--- src/rtl/exp_ascii_seq.sv ---
// Exponent stage of the float-to-decimal path: removes the bias, converts the magnitude
// to decimal by repeated subtraction, and streams "E<sign><digits>". Macro EXP_FIXED_WIDTH_EN forces three digits.
module exp_ascii_seq #(
  parameter int EXP_W = 8,
  parameter int BIAS  = 127
) (
  input  logic             clk,
  input  logic             rst,
  input  logic             in_valid,
  output logic             in_ready,
  input  logic [EXP_W-1:0] in_exp,
  output logic             out_valid,
  input  logic             out_ready,
  output logic [7:0]       out_char,
  output logic             out_last,
  output logic             busy
);

  typedef enum logic [2:0] {IDLE, LOAD, DIV100, DIV10, EMIT} state_t;
  typedef enum logic [2:0] {CH_E, CH_SIGN, CH_H, CH_T, CH_U} pos_t;

  localparam logic [EXP_W-1:0] BIAS_V = EXP_W'(BIAS);
  localparam logic [EXP_W-1:0] C100   = EXP_W'(100);
  localparam logic [EXP_W-1:0] C10    = EXP_W'(10);

`ifdef EXP_FIXED_WIDTH_EN
  localparam bit FIXED = 1'b1;
`else
  localparam bit FIXED = 1'b0;
`endif

  state_t           state_q, state_d;
  pos_t             pos_q, pos_d;
  logic [EXP_W-1:0] exp_q, exp_d;
  logic [EXP_W-1:0] rem_q, rem_d;
  logic             neg_q, neg_d;
  logic [3:0]       h_q, h_d;
  logic [3:0]       t_q, t_d;
  logic             in_ready_q, in_ready_d;
  logic             show_h, show_t;

  assign show_h = FIXED || (h_q != 4'd0);
  assign show_t = FIXED || (h_q != 4'd0) || (t_q != 4'd0);

  // NOTE: every register gets a non-blocking assignment so all state updates see pre-edge values.
  always_ff @(posedge clk or posedge rst) begin
    if (rst) begin
      state_q    <= IDLE;
      pos_q      <= CH_E;
      exp_q      <= '0;
      rem_q      <= '0;
      neg_q      <= 1'b0;
      h_q        <= 4'd0;
      t_q        <= 4'd0;
      in_ready_q <= 1'b0;
    end else begin
      state_q    <= state_d;
      pos_q      <= pos_d;
      exp_q      <= exp_d;
      rem_q      <= rem_d;
      neg_q      <= neg_d;
      h_q        <= h_d;
      t_q        <= t_d;
      in_ready_q <= in_ready_d;
    end
  end

  always_comb begin
    // NOTE: hold-value defaults first, so no path through the case can infer a latch.
    state_d = state_q;
    pos_d   = pos_q;
    exp_d   = exp_q;
    rem_d   = rem_q;
    neg_d   = neg_q;
    h_d     = h_q;
    t_d     = t_q;
    unique case (state_q)
      IDLE: begin
        if (in_valid && in_ready_q) begin
          exp_d   = in_exp;
          state_d = LOAD;
        end
      end
      LOAD: begin
        if (exp_q >= BIAS_V) begin
          neg_d = 1'b0;
          rem_d = exp_q - BIAS_V;
        end else begin
          neg_d = 1'b1;
          rem_d = BIAS_V - exp_q;
        end
        h_d     = 4'd0;
        t_d     = 4'd0;
        state_d = DIV100;
      end
      DIV100: begin
        if (rem_q >= C100) begin
          rem_d = rem_q - C100;
          h_d   = h_q + 4'd1;
        end else begin
          state_d = DIV10;
        end
      end
      DIV10: begin
        if (rem_q >= C10) begin
          rem_d = rem_q - C10;
          t_d   = t_q + 4'd1;
        end else begin
          state_d = EMIT;
          pos_d   = CH_E;
        end
      end
      EMIT: begin
        if (out_ready) begin
          // Leading-zero suppression is decided when leaving the sign character.
          case (pos_q)
            CH_E:    pos_d = CH_SIGN;
            CH_SIGN: pos_d = show_h ? CH_H : (show_t ? CH_T : CH_U);
            CH_H:    pos_d = CH_T;
            CH_T:    pos_d = CH_U;
            default: state_d = IDLE;
          endcase
        end
      end
      default: state_d = IDLE;
    endcase
  end

  // Ready is registered from the next state so it rises on the edge that returns to IDLE.
  assign in_ready_d = (state_d == IDLE);

  assign in_ready  = in_ready_q;
  assign busy      = (state_q != IDLE);
  assign out_valid = (state_q == EMIT);
  assign out_last  = out_valid && (pos_q == CH_U);

  always_comb begin
    out_char = 8'h00;
    if (state_q == EMIT) begin
      case (pos_q)
        CH_E:    out_char = 8'h45;
        CH_SIGN: out_char = neg_q ? 8'h2D : 8'h2B;
        CH_H:    out_char = 8'h30 + {4'h0, h_q};
        CH_T:    out_char = 8'h30 + {4'h0, t_q};
        default: out_char = 8'h30 + {4'h0, rem_q[3:0]};
      endcase
    end
  end

endmodule

--- config.mk ---
export PLATFORM = sky130hd
export DESIGN_NAME = exp_ascii_seq
export DESIGN_NICKNAME = d
export VERILOG_FILES = /design/src/rtl/exp_ascii_seq.sv
export SDC_FILE = /design/constraint.sdc
export NUM_CORES = 1
export LEC_CHECK = 0
export CAP_MARGIN = 20
export CORE_MARGIN = 5
export CORE_UTILIZATION = 30
export DETAILED_ROUTE_END_ITERATION = 8
export GPL_TIMING_DRIVEN = 0
export PLACE_DENSITY = 0.5
export SLEW_MARGIN = 0
export SYNTH_ARGS = -nofsm -noshare
export SYNTH_HDL_FRONTEND = slang
export SYNTH_SLANG_ARGS = --single-unit
--- constraint.sdc ---
create_clock -name clk -period 2.4 [get_ports clk]
set_input_delay 0.72 -clock clk [delete_from_list [all_inputs] [get_ports clk]]
set_output_delay 0.72 -clock clk [all_outputs]
set_load 0.02 [all_outputs]
Word-level counts from Yosys, hierarchy flattened
Index checks and enable logic that the tools add are counted.
Storage, ports and cells
  register bits after elaboration: 32
  output and inout bits: 12
  input bits: 12
Cells by class
  $add $sub $neg: 9
  muxes and demuxes: 24
  eq/ne operators: 13
  reduce and logical (&&, ||, !) cells: 19
  magnitude comparators: 3
Operator list (count)
  2-to-1 mux 8 bit: 4
  2-to-1 mux 3 bit: 10
  case mux 7 bit (4 select lines): 1
  case mux 8 bit (3 select lines): 1
  adder 6 x 4 -> 7 bit, first input constant: 3
  >= comparator 8 x 7 -> 1 bit, second input constant: 2
  case mux 4 bit (2 select lines): 2
  subtractor 8 x 7 -> 8 bit, second input constant: 2
  case mux 3 bit (5 select lines): 1
  == test 3 x 2 -> 1 bit, second input constant: 4
  case mux 3 bit (4 select lines): 1
  logical NOT 3 bit: 3
  adder 4 x 1 -> 4 bit, second input constant: 2
  >= comparator 8 x 4 -> 1 bit, second input constant: 1
  2-to-1 mux 4 bit: 2
  nonzero test 4 bit: 2
  subtractor 7 x 8 -> 8 bit, first input constant: 1
  subtractor 8 x 4 -> 8 bit, second input constant: 1
  == test 3 x 1 -> 1 bit, second input constant: 2
  == test 3 bit, second input constant: 2
  inequality test 2 bit, second input constant: 3
  case mux 3 bit (2 select lines): 1
  AND reduction 2 bit: 3
  nonzero test 2 bit: 3
  9 further kinds: 11

Longest topological paths before layout
Gate-level depths: netlist of run 1.
  word-level depth: 7
  depth in mapped cells: 8
  depth with buffers taken out: 7

Worst setup path after synthesis of run 1
OpenSTA, ideal clock, no wires.
  path kind: register to output
  start point: reg state_q[0]
  end point: out out_last
  setup slack: -0.080 ns
  cell stages (with the launch flop): 4
  arrival time: 1.760 ns
  required time: 1.680 ns
  cells stage by stage: dfrtp_1 > or3b_1 > clkbuf_1 > nor4b_1
On the way
  word-level cells in the longest chain between the ends: 2
RTL lines
  from (decl): RTL line 32  | state_t state_q, state_d;
  from (signal assigned): RTL line 57  | state_q <= state_d;
  == test 3 bit: RTL line 134  | assign out_valid = (state_q == EMIT);
  logical AND 1 bit: RTL line 135  | assign out_last = out_valid && (pos_q == CH_U);
  to (decl): RTL line 15  | output logic out_last,
Every way passes these cells.

Final worst setup path of run 1
  start point: reg state_q[0]
  end point: out out_char[1]
On the way
  word-level cells in the longest chain between the ends: 2
RTL lines
  == test 3 bit: RTL line 139  | if (state_q == EMIT) begin
  2-to-1 mux 8 bit: RTL line 139
  to (decl): RTL line 14  | output logic [7:0] out_char,
Every way passes these cells.

==> results.cfg, run 1 <==
[cts]
cts_buffers = 5
clkTransAtPathRegs_ns = 0.07
clk_latency_ns = 0.29
cts.sinks = 32
clockRootBuffer = clkbuf_8
htreeDepth = 2
cts_tree = done
cts_buffer_depth = 2
ctsHoldBuffers = 0

[final_layout]
nets = 310
instances_no_fill = 388
fill_cells = 771
syn_to_final_growth_pct = 25.8
final_common_cell = dfrtp_1
drive_above_1_share_pct = 15.9
layout_common_cells = dfrtp_1, nand2_1, nor2_1
n_antenna_cell = 0
final_util_pct = 38.4

[synth]
synth.net_count = 275
syn_area_um2 = 2190
synth_edf_count = 0
yosysUniqueCellTypes = 55
synthCells = 253
ys_warn_count = 0
synth_seq_cells = 32
ys.flop_type = dfrtp_1
avgSynthCellArea_um2 = 8.66
synthArstFlopShare_pct = 100
ys_seq_area_share_pct = 36.6

[die]
dieArea_um2 = 9110
num_io_pins = 24
die_height_um = 95.5
fp.coreArea_um2 = 7180
initial_utilization_pct = 30.5
rows = 31
die_w_um = 95.5

[placement]
dp.cells = 375
port_buffers = 22
preCtsSetupSlack_ns = -0.426
hpwlAfterDp_mm = 4.35
gp_congestion = 0.835

[global_route]
grt_pass1_vias = 1911
antenna_found_initial = 0
grt_max_degree = 19
overflow = 0
grt_pass1_wl_mm = 9.78
grt.total_usage_pct = 14.0

[power_and_ir_drop]
irDropWorstVdd_mv = 0.430
swShare_pct = 46.6
p_leak_nw = 1.14
pwr-share-comb_pct = 55.4
power_frac_clock_pct = 14.7
p_seq_share_pct = 29.9
power.density_nw_per_um2 = 1300
p_switching_mw = 1.67
p_int_mw = 1.91

[worst_setup_path]
end_kind = primary output
max_stage_delay_ns = 0.47
arrival_ns = 1.64
cp.required_ns = 1.68
reg2reg_setup_slack_ns = 0.09
crit_slowest_cell = or3b_4
start_kind = register
crit_chain = or3b_4 -> a211oi_2 -> buf_4
path_class = register to primary output
crit_fanout = 5

[timing]
setup_tns_ns = 0
rsz0062_at_grt = yes
fin_ws_ns = 0.0429
finalHoldViolCount = 0
slew_headroom_pct = 53.5
setup_viol = 0
fin_crit_sh_pct = 98.2
skew_ns = 0.00780
drv_slew = 0
min_period_ns = 2.36
clock.fmax_mhz = 424
whs_ns = 0.529
max_slew.worst_pin.slew_ns = 0.696

[min_path]
min_path_type = register to register

[routing]
wl_per_cell_um = 15.3
routed-via-count = 1998
ant_nets = 0
drc = 0
first_pass_iters = 4
wl_mm = 5.93
drtIter0Drc = 120
vias_per_cell = 5.15

[job]
maxCapViolations = 0

[status]
status = finished, final reports clean
-- registers in the layout (all words and copies together) (netlist names) --
register  flops
exp_q         8
h_q           4
pos_q         3
state_q       3
t_q           4
in_ready      1
neg_q         1
rem_q         8
-- critical path, delay by kind of cell, from the launching register on --
family                 cells  cell delay, ns
and+or+nand+nor            1            0.47
buffers and inverters      1            0.18
AOI/OAI and AO/OA          1            0.25
DFF                        1            0.44
-- Yosys cell counts (3+ instances only) --
cell | instances | share of area (%)
nor2b_1 | 3 | 0.86
nand4_1 | 3 | 0.86
a311oi_1 | 3 | 1.2
ha_1 | 10 | 5.7
o22ai_1 | 4 | 1.1
nand2_1 | 23 | 3.9
nor3_1 | 3 | 0.69
buf_2 | 3 | 0.69
nand2b_1 | 4 | 1.1
mux2_1 | 5 | 2.6
dfrtp_1 | 32 | 37
a2bb2oi_1 | 3 | 1.2
o211ai_1 | 4 | 1.4
inv_1 | 15 | 2.6
mux2i_1 | 5 | 2.3
o31ai_1 | 3 | 1.0
nor2_1 | 22 | 3.8
xnor2_1 | 3 | 1.2
o21ai_0 | 12 | 2.7
xor2_1 | 3 | 1.2
clkbuf_1 | 11 | 1.9
nand3_1 | 12 | 2.7
o21ai_1 | 7 | 1.6
a21oi_1 | 18 | 4.1
a21o_1 | 3 | 1.0
a31oi_1 | 3 | 0.86
-- logic make-up after synthesis --
group                      count (synthesis)  synth area share [%]
muxes                                     10                  4.85
xor gates and xnor gates                   6                  2.40
AOI/OAI and AO/OA                         78                  25.5
buffers and inverters                     34                  6.51
adders and majority gates                 10                  5.71
DFF                                       32                  36.6
other                                      1                 0.171
and+or+nand+nor                           82                  18.3
-- path summary, 6_finish.rpt --
kind,from,end,cells after the start
max reg2reg,rem_q[2],rem_q[5],8
min,exp_q[0],rem_q[0],1
max in group asynchronous,rst,state_q[0],3
min reg2reg,exp_q[0],rem_q[0],1
min in group asynchronous,rst,h_q[2],2
max,state_q[0],out_char[1],3
-- routing by layer --
metal	up-vias	GRT usage (%)	part of all wire (%)
li1	987	-	-
met1	961	20.0	50
met2	46	21.2	45
met3	4	3.00	4.5
met4	0	3.91	0.78
met5	-	0	0
-- per-stage QoR --
stage / cell area, um^2 / power [mW]
after floorplan: 2200 / 2.41
after global placement: 2540 / 2.90
after detailed placement: 2570 / 2.92
after CTS: 2690 / 3.50
after global routing: 2760 / 3.89
final: 2760 / 3.58
-- power groups by stage --
stage / Combinational [mW] / Sequential [mW] / Clock (mW)
floorplan: 1.42 / 0.991 / 0
global placement: 1.83 / 1.07 / 0
detailed placement: 1.85 / 1.07 / 0
CTS: 1.89 / 1.07 / 0.542
global route: 2.21 / 1.11 / 0.566
finish: 1.99 / 1.07 / 0.526
-- timing repair --
item,CTS,global route
cloned,1,0
pin swaps,1,3
buffers inserted,1,5
gates resized for setup,38,13
endpoints found under the setup margin,12,14
-- cell type report --
class / instances / area [um^2] / area share (%)
buffer: 15 / 81.3 / 2.95
multi-input combinational: 188 / 1310 / 47.3
tap: 99 / 124 / 4.49
clock buffer: 5 / 68.8 / 2.50
timing repair buffer: 29 / 267 / 9.67
inverter: 17 / 63.8 / 2.32
sequential: 32 / 805 / 29.2
clock inverter: 3 / 42.5 / 1.54
Power figures use the tool's default switching activity.
==> run 2: changes to the inputs <==
CTS_CLUSTER_SIZE = 25   (was unset)
SLEW_MARGIN = 30   (was 0)
==> run 2 against run 1 <==
Compared with the run above: sequential share of layout area grew 0.84 points; total power is 2.8% lower; count of clock-buffer cells in the layout up 1; worst hold slack improved by 0.0020 ns; flip-flop and latch count unchanged; largest cell class unchanged; via count down 1.4%.
==> results.cfg, run 2 (synthesis results as in run 1) <==
[worst_setup_path]
end_kind = primary output
crit_chain = or3b_4 -> inv_2 -> dlygate4sd2_1
crit_slowest_cell = dfrtp_2
cp_num_buf_inv = 2
crit_fanout = 7
cp.required_ns = 1.68
arrival_ns = 1.63
start_kind = register
max_stage_delay_ns = 0.47
path_class = register to primary output
cp_top_family = flip-flops

[final_layout]
top_regs = exp_q: 8 flops, rem_q: 8 flops
layout_common_cells = dfrtp_1, nand2_1, nor2_1
drive_above_1_share_pct = 15.8
final_common_cell = dfrtp_1
nets = 306
syn_to_final_growth_pct = 22.5
instances_no_fill = 384
n_antenna_cell = 0
fill_cells = 764

[job]
maxCapViolations = 0

[routing]
vias_per_cell = 5.13
ant_nets = 0
routed-via-count = 1970
wl_mm = 5.92
wl_per_cell_um = 15.4
drc = 0
first_pass_iters = 4
drtIter0Drc = 136

[cts]
cts_buffer_depth = 2
cts_buffers = 5
htreeDepth = 2
cts_tree = done
clockRootBuffer = clkbuf_8
clk_latency_ns = 0.29
clkTransAtPathRegs_ns = 0.07
cts.sinks = 32

[timing]
clock.fmax_mhz = 426
max_slew.worst_pin.slew_ns = 0.727
min_period_ns = 2.35
slew_headroom_pct = 51.3
finalHoldViolCount = 0
drv_slew = 0
fin_crit_sh_pct = 97.8
skew_ns = 0.0106
setup_viol = 0

[power_and_ir_drop]
irDropWorstVdd_mv = 0.446
p_leak_nw = 1.11
power.density_nw_per_um2 = 1300
finalPower_mw = 3.48

[placement]
port_buffers = 22
gp_congestion = 0.835
hpwlAfterDp_mm = 4.22
dp.cells = 374

[global_route]
grt_max_degree = 33
antenna_found_initial = 0
grt.total_usage_pct = 14.0
grt_pass1_wl_mm = 9.79
grt_pass1_vias = 1881
overflow = 0

[die]
initial_utilization_pct = 30.5
num_io_pins = 24
die_height_um = 95.5
fp.coreArea_um2 = 7180
die_w_um = 95.5
rows = 31
dieArea_um2 = 9110

[status]
status = finished, final reports clean

[min_path]
min_path_type = register to register
==> run 2: timing repair <==
action                                  in CTS  in global routing
setup buffers                                1                  2
gates resized for setup                     38                 15
endpoints found under the hold margin        0                  0
gates cloned                                 1                  0
hold buffers                                 0                  0
endpoints found under the setup margin      12                 13
pin swaps                                    1                  4
==> run 2: power by group <==
group / internal, mW / total [mW] / switching [mW]
clock: 0.229 / 0.450 / 0.221
combinational: 0.813 / 1.95 / 1.14
sequential: 0.775 / 1.08 / 0.304
total: 1.82 / 3.48 / 1.66
==> run 2: per-layer routing <==
layer | wire length, um | vias to the layer above | track usage (%) | share of wire (%)
li1 | - | 972 | - | -
met1 | 2980 | 937 | 20.4 | 50
met2 | 2620 | 52 | 21.3 | 44
met3 | 238 | 9 | 2.37 | 4.0
met4 | 80 | 0 | 3.91 | 1.4
met5 | 0 | - | 0 | 0
==> run 2: path summary, 6_finish.rpt <==
check                        endpoint  cells after the start  slack, ns  startpoint
max                         out_valid                      3       0.05  state_q[1]
min                          rem_q[0]                      1       0.53    exp_q[0]
max reg2reg                  rem_q[6]                      8       0.13    rem_q[1]
min reg2reg                  rem_q[0]                      1       0.53    exp_q[0]
max in group asynchronous  state_q[0]                      2       1.05         rst
min in group asynchronous      t_q[1]                      2       0.85         rst
==> run 2: layout make-up <==
| class | instances | area [um^2] | share of cell area, % |
|---|---|---|---|
| clock inverters | 2 | 10.0 | 0.373 |
| clock buffers | 6 | 82.6 | 3.08 |
| multi-input cells | 188 | 1310 | 48.6 |
| repair buffers | 25 | 211 | 7.88 |
| flip-flops and latches | 32 | 806 | 30.0 |
| plain buffers | 15 | 81.3 | 3.03 |
| well taps | 99 | 124 | 4.62 |
| inverters | 17 | 63.8 | 2.38 |
==> run 2: metrics by stage <==
stage / worst slack (ns) / TNS [ns] / instance area [um^2] / utilization, % / hold slack, ns
floorplan: 0.0240 / 0 / 2200 / - / 0.472
global placement: -0.426 / -2.29 / 2540 / 35.4 / 0.513
detailed placement: -0.415 / -2.23 / 2540 / 35.4 / 0.518
CTS: 0.00290 / 0 / 2650 / 36.9 / 0.536
global route: -0.00187 / -0.00187 / 2680 / 37.4 / 0.571
finish: 0.0537 / 0 / 2680 / 37.4 / 0.531
==> run 3: changes to the inputs <==
CORE_UTILIZATION = 45   (was 30)
PLACE_DENSITY = 0.68   (was 0.5)
SKIP_CTS_REPAIR_TIMING = 1   (was unset)
==> run 3 against run 2 <==
Compared with the run above: count of clock-buffer cells in the layout shrank 1; wire length shrank 7.8%; core utilization grew 18 points; critical path type unchanged; cell area shrank 1.6%; largest cell class unchanged; critical endpoint is now out_char[1].
==> results.cfg, run 3 (synthesis results as in run 1) <==
[timing]
fin_crit_sh_pct = 97.5
finalHoldViolCount = 0
max_slew.worst_pin.slew_ns = 0.690
drv_slew = 0
min_period_ns = 2.34
clock.fmax_mhz = 427
setup_tns_ns = 0
setup_viol = 0
skew_ns = 0.00754
slew_headroom_pct = 54.0
rsz0062_at_grt = yes

[die]
dieArea_um2 = 6360
fp.coreArea_um2 = 4720
num_io_pins = 24
die_w_um = 79.8
initial_utilization_pct = 46.4
rows = 25
die_height_um = 79.8

[placement]
hpwlAfterDp_mm = 3.89
gp_congestion = 0.816
port_buffers = 22
dp.cells = 342

[cts]
cts_buffer_depth = 2
clockRootBuffer = clkbuf_8
cts_buffers = 5
cts.sinks = 32
clkTransAtPathRegs_ns = 0.07
cts_tree = done
clk_latency_ns = 0.29
htreeDepth = 2

[power_and_ir_drop]
finalPower_mw = 3.48
p_leak_nw = 1.12
irDropWorstVdd_mv = 0.645
power.density_nw_per_um2 = 1320

[worst_setup_path]
cp-startpoint = state_q[1]
endpoint = out_char[1]
crit_fanout = 7
timing.rr.end = rem_q[5]
reg2reg_setup_slack_ns = 0.11
cp.required_ns = 1.68
end_kind = primary output
start_kind = register
r2r_start = rem_q[2]
path_class = register to primary output
r2r_cells = 8
arrival_ns = 1.62

[final_layout]
final_common_cell = dfrtp_1
nets = 307
layout_common_cells = dfrtp_1, nand2_1, nor2_1
drive_above_1_share_pct = 16.1
fill_cells = 430
n_antenna_cell = 0
instances_no_fill = 353
top_regs = exp_q: 8 flops, rem_q: 8 flops
syn_to_final_growth_pct = 20.5

[routing]
vias_per_cell = 5.63
routed-via-count = 1988
wl_per_cell_um = 15.5
first_pass_iters = 4
drtIter0Drc = 187
wl_mm = 5.46
ant_nets = 0
drc = 0

[global_route]
grt.total_usage_pct = 17.9
overflow = 0
grt_max_degree = 33
grt_pass1_vias = 1887
grt_pass1_wl_mm = 9.12
antenna_found_initial = 0

[min_path]
min_path_type = register to register

[status]
status = finished, final reports clean

[job]
maxCapViolations = 0
run 3: critical path, cell delays in order (launching register included):
cell and delay (ns):
dfrtp_2 0.46, or3b_4 0.47, a211oi_2 0.21, buf_2 0.19
run 3: area by class of cell:
cell class	instances	area, um^2	area share (%)
repair buffers	26	210	7.96
well taps	67	83.8	3.18
flip-flops and latches	32	805	30.5
multi-input cells	188	1280	48.7
plain buffers	15	81.3	3.08
inverters	17	63.8	2.42
clock buffers	5	68.8	2.61
clock inverters	3	42.5	1.61
run 3: how the worst min path moves through the flow:
stage | depth (start not counted) | start | slack [ns] | end
finish | 2 | neg_q | 0.53 | neg_q
global route | 1 | exp_q[6] | 0.56 | exp_q[6]
CTS | 2 | neg_q | 0.53 | neg_q
detailed placement | 2 | neg_q | 0.51 | neg_q
global placement | 2 | neg_q | 0.51 | neg_q
floorplan | 1 | exp_q[0] | 0.47 | rem_q[0]
run 3: per-stage QoR:
stage / hold slack [ns] / utilization [%] / worst slack [ns] / cell area [um^2]
after floorplan: 0.472 / - / 0.0240 / 2200
after detailed placement: 0.514 / 53.0 / -0.397 / 2500
final: 0.525 / 55.9 / 0.0588 / 2640
after CTS: 0.529 / 55.3 / -0.716 / 2610
after global placement: 0.507 / 53.0 / -0.389 / 2500
after global routing: 0.561 / 55.9 / -0.00955 / 2640
run 3: where the power goes:
group	total, mW	internal, mW	switching, mW
Sequential	1.07	0.775	0.297
Combinational	1.88	0.789	1.09
Clock	0.527	0.307	0.219
Total	3.48	1.87	1.61
run 3: layer usage:
metal  GRT usage [%]  up-vias  routed length, um
met1            25.0      942               2560
met4            3.04        0                 28
met2            28.9       64               2540
met5               0        -                  0
li1                -      978                  -
met3            3.84        4                331
